==> src/rtl/dct_vec_rot_if.sv <==
// Bus bundle for the DCT post-rotation stage: FFT bin input, coefficient
// generator handshake and DCT output.
interface dct_vec_rot_if #(
  parameter int wDataIn  = 16,
  parameter int wCoeff   = 18,
  parameter int wDataOut = 18
);
  logic                        sink_valid;
  logic                        sink_sop;
  logic                        sink_eop;
  logic signed [wDataIn-1:0]   sink_real;
  logic signed [wDataIn-1:0]   sink_imag;
  logic        [11:0]          fftpts_in;
  logic                        coeff_req;
  logic        [11:0]          coeff_fftpts;
  logic signed [wCoeff-1:0]    coeff_cos;
  logic signed [wCoeff-1:0]    coeff_sin;
  logic                        source_valid;
  logic                        source_sop;
  logic                        source_eop;
  logic signed [wDataOut-1:0]  source_real;
  logic                        source_error;

  modport master (
    output sink_valid, sink_sop, sink_eop, sink_real, sink_imag, fftpts_in,
    output coeff_cos, coeff_sin,
    input  coeff_req, coeff_fftpts,
    input  source_valid, source_sop, source_eop, source_real, source_error
  );

  modport slave (
    input  sink_valid, sink_sop, sink_eop, sink_real, sink_imag, fftpts_in,
    input  coeff_cos, coeff_sin,
    output coeff_req, coeff_fftpts,
    output source_valid, source_sop, source_eop, source_real, source_error
  );
endinterface

==> src/rtl/dct_vec_rot.sv <==
// Streaming DCT post-rotation: D(k) = round((Re F(k)*cos + Im F(k)*sin) / 2^16),
// with frame tracking that keeps the coefficient generator locked to the bin index.
module dct_vec_rot #(
  parameter int wDataIn   = 16,
  parameter int wCoeff    = 18,
  parameter int wDataOut  = 18,
  parameter int COEFF_LAT = 1
) (
  input  logic          clk,
  input  logic          rst_n,
  dct_vec_rot_if.slave  bus
);
  localparam int PW = wDataIn + wCoeff;
  localparam int SW = PW + 1;
  localparam logic signed [SW-1:0] RND  = SW'(32'sd32768);
  localparam logic signed [SW-1:0] OMAX = {{(SW-wDataOut+1){1'b0}}, {(wDataOut-1){1'b1}}};
  localparam logic signed [SW-1:0] OMIN = {{(SW-wDataOut+1){1'b1}}, {(wDataOut-1){1'b0}}};

  typedef enum logic {S_IDLE = 1'b0, S_RUN = 1'b1} state_t;

  function automatic logic is_legal(input logic [11:0] n);
    case (n)
      12'd32, 12'd64, 12'd128, 12'd256, 12'd512, 12'd1024, 12'd2048: is_legal = 1'b1;
      default: is_legal = 1'b0;
    endcase
  endfunction

  state_t              state_q;
  logic [11:0]         cnt_q, fftpts_q;
  logic                err_d, err_q;
  logic                legal_s, run_s, start_s, acc_s, last_s, knext_hit_s;
  logic [11:0]         k_next_s;

  logic [COEFF_LAT-1:0]       dv_q, dsop_q, deop_q;
  logic signed [wDataIn-1:0]  dre_q [COEFF_LAT];
  logic signed [wDataIn-1:0]  dim_q [COEFF_LAT];
  logic                       v1_q, sop1_q, eop1_q, v2_q, sop2_q, eop2_q;
  logic signed [PW-1:0]       pr_q, pi_q;
  logic signed [SW-1:0]       sum_q, shifted_s;
  logic                       src_valid_q, src_sop_q, src_eop_q;
  logic signed [wDataOut-1:0] src_real_q;

  assign legal_s     = is_legal(bus.fftpts_in);
  assign run_s       = (state_q == S_RUN);
  assign start_s     = bus.sink_valid & bus.sink_sop & legal_s;
  assign k_next_s    = cnt_q + 12'd1;
  assign knext_hit_s = (k_next_s == fftpts_q);
  // A sop sample either starts a legal frame or is rejected, whatever the state.
  assign acc_s       = bus.sink_valid & (bus.sink_sop ? legal_s : run_s);
  assign last_s      = run_s & bus.sink_valid & ~bus.sink_sop & knext_hit_s;

  always_comb begin
    err_d = 1'b0;
    if (bus.sink_valid & bus.sink_sop) begin
      err_d = ~legal_s | run_s | bus.sink_eop;
    end else if (run_s) begin
      err_d = ~bus.sink_valid | (bus.sink_eop ^ knext_hit_s);
    end else begin
      err_d = 1'b0;
    end
  end

  always_ff @(posedge clk or negedge rst_n) begin
    if (!rst_n) begin
      state_q  <= S_IDLE;
      cnt_q    <= 12'd0;
      fftpts_q <= 12'd0;
      err_q    <= 1'b0;
    end else begin
      err_q <= err_d;
      if (bus.sink_valid & bus.sink_sop) begin
        state_q  <= legal_s ? S_RUN : S_IDLE;
        cnt_q    <= legal_s ? 12'd1 : 12'd0;
        fftpts_q <= legal_s ? bus.fftpts_in : fftpts_q;
      end else if (run_s & (~bus.sink_valid | last_s)) begin
        state_q <= S_IDLE;
        cnt_q   <= 12'd0;
      end else if (run_s) begin
        cnt_q <= k_next_s;
      end
    end
  end

  // Delay the accepted sample and its frame flags to meet the coefficients.
  always_ff @(posedge clk or negedge rst_n) begin
    if (!rst_n) begin
      dv_q   <= '0;
      dsop_q <= '0;
      deop_q <= '0;
      for (int i = 0; i < COEFF_LAT; i++) begin
        dre_q[i] <= '0;
        dim_q[i] <= '0;
      end
    end else begin
      dv_q[0]   <= acc_s;
      dsop_q[0] <= start_s;
      deop_q[0] <= last_s;
      dre_q[0]  <= bus.sink_real;
      dim_q[0]  <= bus.sink_imag;
      for (int i = 1; i < COEFF_LAT; i++) begin
        dv_q[i]   <= dv_q[i-1];
        dsop_q[i] <= dsop_q[i-1];
        deop_q[i] <= deop_q[i-1];
        dre_q[i]  <= dre_q[i-1];
        dim_q[i]  <= dim_q[i-1];
      end
    end
  end

  assign shifted_s = sum_q >>> 16;

  always_ff @(posedge clk or negedge rst_n) begin
    if (!rst_n) begin
      {v1_q, sop1_q, eop1_q, v2_q, sop2_q, eop2_q} <= '0;
      pr_q        <= '0;
      pi_q        <= '0;
      sum_q       <= '0;
      src_valid_q <= 1'b0;
      src_sop_q   <= 1'b0;
      src_eop_q   <= 1'b0;
      src_real_q  <= '0;
    end else begin
      v1_q   <= dv_q[COEFF_LAT-1];
      sop1_q <= dsop_q[COEFF_LAT-1];
      eop1_q <= deop_q[COEFF_LAT-1];
      pr_q   <= PW'(dre_q[COEFF_LAT-1]) * PW'(bus.coeff_cos);
      pi_q   <= PW'(dim_q[COEFF_LAT-1]) * PW'(bus.coeff_sin);
      v2_q   <= v1_q;
      sop2_q <= sop1_q;
      eop2_q <= eop1_q;
      sum_q  <= SW'(pr_q) + SW'(pi_q) + RND;
      src_valid_q <= v2_q;
      src_sop_q   <= sop2_q;
      src_eop_q   <= eop2_q;
      if (shifted_s > OMAX) begin
        src_real_q <= OMAX[wDataOut-1:0];
      end else if (shifted_s < OMIN) begin
        src_real_q <= OMIN[wDataOut-1:0];
      end else begin
        src_real_q <= shifted_s[wDataOut-1:0];
      end
    end
  end

  assign bus.coeff_req    = acc_s;
  assign bus.coeff_fftpts = fftpts_q;
  assign bus.source_valid = src_valid_q;
  assign bus.source_sop   = src_sop_q;
  assign bus.source_eop   = src_eop_q;
  assign bus.source_real  = src_real_q;
  assign bus.source_error = err_q;
endmodule

==> src/flat_wrapper.sv <==
// flat-port wrapper written by rule: the top's interface ports become plain ports
module dct_vec_rot_flat 
#(
  parameter int wDataIn   = 16,
  parameter int wCoeff    = 18,
  parameter int wDataOut  = 18,
  parameter int COEFF_LAT = 1
)
  (clk, rst_n, bus_sink_valid, bus_sink_sop, bus_sink_eop, bus_sink_real, bus_sink_imag, bus_fftpts_in, bus_coeff_cos, bus_coeff_sin, bus_coeff_req, bus_coeff_fftpts, bus_source_valid, bus_source_sop, bus_source_eop, bus_source_real, bus_source_error);
  dct_vec_rot_if #(.wDataIn(wDataIn), .wCoeff(wCoeff), .wDataOut(wDataOut)) bus_i ();
  input  logic clk;
  input  logic rst_n;
  input wire logic [$bits(bus_i.sink_valid)-1:0] bus_sink_valid;
  input wire logic [$bits(bus_i.sink_sop)-1:0] bus_sink_sop;
  input wire logic [$bits(bus_i.sink_eop)-1:0] bus_sink_eop;
  input wire logic [$bits(bus_i.sink_real)-1:0] bus_sink_real;
  input wire logic [$bits(bus_i.sink_imag)-1:0] bus_sink_imag;
  input wire logic [$bits(bus_i.fftpts_in)-1:0] bus_fftpts_in;
  input wire logic [$bits(bus_i.coeff_cos)-1:0] bus_coeff_cos;
  input wire logic [$bits(bus_i.coeff_sin)-1:0] bus_coeff_sin;
  output wire logic [$bits(bus_i.coeff_req)-1:0] bus_coeff_req;
  output wire logic [$bits(bus_i.coeff_fftpts)-1:0] bus_coeff_fftpts;
  output wire logic [$bits(bus_i.source_valid)-1:0] bus_source_valid;
  output wire logic [$bits(bus_i.source_sop)-1:0] bus_source_sop;
  output wire logic [$bits(bus_i.source_eop)-1:0] bus_source_eop;
  output wire logic [$bits(bus_i.source_real)-1:0] bus_source_real;
  output wire logic [$bits(bus_i.source_error)-1:0] bus_source_error;
  assign bus_i.sink_valid = bus_sink_valid;
  assign bus_i.sink_sop = bus_sink_sop;
  assign bus_i.sink_eop = bus_sink_eop;
  assign bus_i.sink_real = bus_sink_real;
  assign bus_i.sink_imag = bus_sink_imag;
  assign bus_i.fftpts_in = bus_fftpts_in;
  assign bus_i.coeff_cos = bus_coeff_cos;
  assign bus_i.coeff_sin = bus_coeff_sin;
  assign bus_coeff_req = bus_i.coeff_req;
  assign bus_coeff_fftpts = bus_i.coeff_fftpts;
  assign bus_source_valid = bus_i.source_valid;
  assign bus_source_sop = bus_i.source_sop;
  assign bus_source_eop = bus_i.source_eop;
  assign bus_source_real = bus_i.source_real;
  assign bus_source_error = bus_i.source_error;
  dct_vec_rot #(.wDataIn(wDataIn), .wCoeff(wCoeff), .wDataOut(wDataOut), .COEFF_LAT(COEFF_LAT)) u_core (.clk(clk), .rst_n(rst_n), .bus(bus_i));
endmodule
==> config.mk <==
export PLATFORM = sky130hd
export DESIGN_NAME = dct_vec_rot_flat
export DESIGN_NICKNAME = d
export VERILOG_FILES = /design/src/rtl/dct_vec_rot_if.sv /design/src/rtl/dct_vec_rot.sv /design/src/flat_wrapper.sv
export SDC_FILE = /design/constraint.sdc
export NUM_CORES = 2
export LEC_CHECK = 0
export BUFFER_PORTS_ARGS = -buffer_cell sky130_fd_sc_hd__buf_2
export CAP_MARGIN = 20
export CORE_MARGIN = 5
export CORE_UTILIZATION = 65
export CTS_CLUSTER_SIZE = 12
export DETAILED_ROUTE_END_ITERATION = 7
export PLACE_DENSITY = 0.94
export SETUP_SLACK_MARGIN = 0.05
export SYNTH_ARGS = -nofsm -noshare
export SYNTH_HDL_FRONTEND = slang
export SYNTH_SLANG_ARGS = --single-unit
==> constraint.sdc <==
create_clock -name clk -period 7.4 [get_ports clk]
set_clock_uncertainty 0.15 [all_clocks]
set_input_delay 1.11 -clock clk [delete_from_list [all_inputs] [get_ports clk]]
set_output_delay 1.11 -clock clk [all_outputs]
set_load 0.02 [all_outputs]
**Yosys cells after proc, flatten, opt, wreduce, memory -nomap -nowiden**

Cells that the tools add are included.

- Register bits: 191
- Input port bits: 85

- $mul: 2
- Reductions and logical operators: 4
- Eq/ne operators: 8
- $add $sub $neg: 3
- Order comparisons: 2
- Mux-type cells: 13
- Bitwise gates (word level): 15

Operators by type and width:

| operator | count |
|---|---|
| multiplier 16 x 18 -> 34 bit | 2 |
| two-way mux 12 bit | 3 |
| two-way mux 18 bit | 2 |
| adder 34 x 34 -> 35 bit | 1 |
| adder 35 x 17 -> 35 bit, second input constant | 1 |
| > comparator 19 x 18 -> 1 bit, second input constant | 1 |
| < comparator 19 x 18 -> 1 bit, second input constant | 1 |
| adder 12 x 1 -> 12 bit, second input constant | 1 |
| equality test 12 x 10 -> 1 bit, second input constant | 1 |
| equality test 12 x 11 -> 1 bit, second input constant | 1 |
| equality test 12 bit | 1 |
| equality test 12 bit, second input constant | 1 |
| equality test 12 x 6 -> 1 bit, second input constant | 1 |
| equality test 12 x 7 -> 1 bit, second input constant | 1 |
| equality test 12 x 8 -> 1 bit, second input constant | 1 |
| equality test 12 x 9 -> 1 bit, second input constant | 1 |
| two-way mux 1 bit | 8 |
| bitwise AND 1 bit | 7 |
| OR reduction 7 bit | 1 |
| OR 1 bit | 4 |
| inverter 1 bit | 3 |
| nonzero test 3 bit | 1 |
| AND reduction 2 bit | 1 |
| nonzero test 2 bit | 1 |
| bitwise XOR 1 bit | 1 |

**Logic depth before layout (Yosys ltp)**

- Word-level depth: 7
- Gate-level depth with buffers: 24

**Least setup slack after synthesis**

Ideal clock, no wire load.

- Path type: input-to-reg
- Start point: input bus_coeff_sin[17]
- End point: register u_core.pi_q[33]
- Cell stages on the path: 21
- Data arrival time: 6.575 ns
- Setup slack: 0.545 ns
- Setup time: 0.129 ns
- Required time: 7.121 ns
- Cell sequence: clkbuf_1 -> nand2_1 -> inv_1 -> fa_1 -> fa_1 -> fa_1 -> fa_1 -> fa_1 -> inv_1 -> fa_1 -> inv_1 -> ha_1 -> clkbuf_1 -> a21o_1 -> a21oi_1 -> nor2_1 -> o41a_1 -> nor4_1 -> o31ai_1 -> a211oi_1 -> xnor2_1

- Longest elaborated chain between the ends: 1

RTL lines:

| item | RTL line | source |
|---|---|---|
| start: declaration | flat_wrapper.sv:20 | `input wire logic [$bits(bus_i.coeff_sin)-1:0] bus_coeff_sin;` |
| multiplier 16 x 18 -> 34 bit | dct_vec_rot.sv:127 | `pi_q <= PW'(dim_q[COEFF_LAT-1]) * PW'(bus.coeff_sin);` |
| end signal: assignment | dct_vec_rot.sv:127 |  |
| end: declaration | dct_vec_rot.sv:38 | `logic signed [PW-1:0] pr_q, pi_q;` |

Every way passes these cells.
A chain may end at the register's enable or synchronous reset.

**Final worst setup path**

- Start point: input bus_coeff_cos[7]
- End point: register u_core.pr_q[32]

- Longest elaborated chain between the ends: 1

RTL lines:

| item | RTL line | source |
|---|---|---|
| start: declaration | flat_wrapper.sv:19 | `input wire logic [$bits(bus_i.coeff_cos)-1:0] bus_coeff_cos;` |
| multiplier 16 x 18 -> 34 bit | dct_vec_rot.sv:126 | `pr_q <= PW'(dre_q[COEFF_LAT-1]) * PW'(bus.coeff_cos);` |
| end signal: assignment | dct_vec_rot.sv:126 |  |
| end: declaration | dct_vec_rot.sv:38 |  |

Every way passes these cells.

==> results_dict.tcl <==
set metrics [dict create \
    ys_seq_area_frac 0.152 \
    final_cell_mix "inv_1, fa_1, nand2_1, and2_1, ha_1" \
    yosys_warnings 0 \
    antenna_found_initial 0 \
    synth_edf_count 0 \
    gp_congestion 0.900 \
    synth.distinct_cells 71 \
    utilization 0.692 \
    r2r-start "u_core.dre_q[10]$_DFF_PN0_" \
    hold_class "register to register" \
    cts_buffers 17 \
    fmaxAchievable_mhz 142 \
    arrival_ns 7.25 \
    reg2reg_to "u_core.pr_q[32]$_DFF_PN0_" \
    async_flop_share 1.00 \
    grt_pass1_vias 24100 \
    yosys.area.top_type "fa_1" \
    dp_hpwl_mm 54.1 \
    fp.dieW_um 220 \
    fin_crit_sh 0.953 \
    finalHoldViolCount 0 \
    ys_seq_elements 175 \
    hold_start "u_core.dsop_q$_DFF_PN0_" \
    grt_usage 0.309 \
    grt_first_pass_wirelength_mm 118 \
    mostFrequentLayoutCell "inv_1" \
    fill_cells 2735 \
    drv_slew 0 \
    diodes 0 \
    netlist_instances 2941 \
    clock_latency_ns 0.47 \
    synth.area.top_cells "fa_1, dfrtp_1, ha_1" \
    period_needed_ns 7.05 \
    root_buffer "clkbuf_16" \
    hold_depth 0 \
    die_y_um 220 \
    reg2reg_slack_ns 0.40 \
    cts_tree "done" \
    drive_gt1_frac 0.0602 \
    drc 0 \
    synth.avg_cell_area_um2 9.79 \
    netlist_area_mm2 0.0288 \
    finalSetupViolCount 0 \
    multi_input_area_mm2 0.0216 \
    cts.path.max_buffers 2 \
    vias_per_cell 6.00 \
    maxSlewHeadroom 0.317 \
    whs_endpoint "u_core.sop1_q$_DFF_PN0_" \
    dr.pass1.iters 6 \
    postCtsSetupBuffers 0 \
    rsz0062_at_grt "no" \
    endpoint_kind "register" \
    synth_top_area_frac 0.403 \
    criticalPathCategory "input port to register" \
    cp_max_fo 16 \
    dr.first_iter.drc_count 2065 \
    rows 77 \
    port_buffers 119 \
    start_util 0.654 \
    worstMarginPinSlew_ns 1.02 \
    pin_count 120 \
    ys.flop_type "dfrtp_1" \
    grt_max_degree 104 \
    crit_required_ns 7.59 \
    ctsHtreeMaxLevel 4 \
    worst-r2r-cell-count 20 \
    seqCellArea_mm2 0.00438 \
    maxCapViolCount 0 \
    num-nets-final 3898 \
    vias 21600 \
    wl_mm 71.8 \
    cts_sinks 175 \
    drt.antenna.violating_nets 0 \
    grt-ovfl-total 0 \
    coreArea_mm2 0.0440 \
    wire_per_inst_um 20.0 \
    startpoint_type "input port" \
    dieArea_mm2 0.0486 \
    status "complete, no violations" \
    clk_pin_slew_ns 0.08 \
    syn_nets 3844 \
    syn_to_final_growth_pct 5.81 \
]
-- logic make-up after synthesis --
| kind of cell | count (synthesis) | synth area share |
|---|---|---|
| multiplexers | 8 | 0.00309 |
| XOR/XNOR | 102 | 0.0315 |
| buffers and inverters | 749 | 0.0985 |
| adder cells (fa/ha/maj) | 835 | 0.513 |
| flip-flops | 175 | 0.152 |
| AO/OA/AOI/OAI | 269 | 0.0620 |
| AND/OR/NAND/NOR | 803 | 0.140 |
-- flip-flops by register name, summed over array words and instances, names as in the netlist, 12 cells and up --
| register | cells |
|---|---|
| u_core.cnt_q | 12 |
| u_core.dim_q | 16 |
| u_core.sum_q | 19 |
| u_core.pr_q | 34 |
| u_core.bus.source_real | 18 |
| u_core.pi_q | 34 |
| u_core.dre_q | 16 |
| u_core.bus.coeff_fftpts | 12 |
-- cell usage after synthesis, drive strengths merged (6+ instances only) --
cell type	n
and3	16
nor4	6
o21ai	53
mux2	7
nand2b	18
and2	281
buf	9
o31ai	13
fa	580
a21o	33
a21oi	65
nand3	24
xor2	30
o21a	10
clkbuf	90
nor3	21
a31oi	8
a211oi	13
inv	649
or4	6
nand2	309
o21bai	11
ha	238
maj3	17
a211o	6
nand4	17
o211ai	6
nor2	78
nor2b	9
o22ai	6
dfrtp	175
xnor2	71
-- final cells by class --
cell class	instances	area share
timing repair buffer	134	0.0235
sequential	175	0.144
inverter	650	0.0801
clock buffer	18	0.0141
multi-input combinational	2017	0.709
tap	592	0.0243
clock inverter	14	0.00534
-- worst max-delay path by stage --
| stage | startpoint | cells after the start | to | slack (ns) |
|---|---|---|---|---|
| 2_1_floorplan | bus_coeff_sin[17] | 21 | u_core.pi_q[33]$_DFF_PN0_ | 0.55 |
| 3_3_place_gp | bus_coeff_sin[17] | 20 | u_core.pi_q[33]$_DFF_PN0_ | 0.25 |
| 3_5_place_dp | bus_coeff_sin[17] | 19 | u_core.pi_q[33]$_DFF_PN0_ | -0.15 |
| 4_1_cts | bus_coeff_cos[7] | 22 | u_core.pr_q[32]$_DFF_PN0_ | 0.26 |
| 5_1_grt | bus_coeff_sin[17] | 20 | u_core.pi_q[33]$_DFF_PN0_ | 0.15 |
| 6_report | bus_coeff_cos[7] | 22 | u_core.pr_q[32]$_DFF_PN0_ | 0.35 |
-- layer usage --
metal  track usage  up-vias  share of wire
li1              -     9048              -
met1         0.370    10800           0.34
met2         0.526     1307           0.50
met3        0.0509      450          0.082
met4         0.189        0          0.071
met5             0        -              0
-- critical path, cell delays in order --
cell and delay (ns):
buf_2 0.30, nand2_1 0.13, fa_1 0.54, inv_1 0.05, fa_1 0.50, inv_1 0.07, fa_1 0.53, inv_1 0.05
fa_1 0.45, fa_1 0.49, inv_1 0.05, fa_1 0.48, inv_1 0.04, ha_1 0.40, nand4_1 0.15, or3_1 0.37
nor3_1 0.24, a21oi_1 0.19, a211o_1 0.39, a31oi_2 0.36, a311oi_1 0.18, xnor2_1 0.16
-- what timing repair did --
action,CTS,global route
gates resized for setup,0,4
endpoints found under the setup margin,0,2
hold buffers,0,0
-- through the flow --
| step | cells | hold WS (ns) | area (um2) | worst slack [ns] | TNS, ns |
|---|---|---|---|---|---|
| floorplan | 2941 | 0.181 | 28800 | 0.545 | 0 |
| global placement | 3568 | 0.183 | 29800 | 0.249 | 0 |
| detailed placement | 3568 | 0.187 | 29800 | -0.148 | -0.148 |
| CTS | 3600 | 0.206 | 30400 | 0.256 | 0 |
| global route | 3600 | 0.219 | 30500 | 0.148 | 0 |
| finish | 3600 | 0.203 | 30500 | 0.349 | 0 |
Power is left out: the tool's default activity adds up to more than one toggle a clock period on the data nets, which glitch-free logic cannot reach.
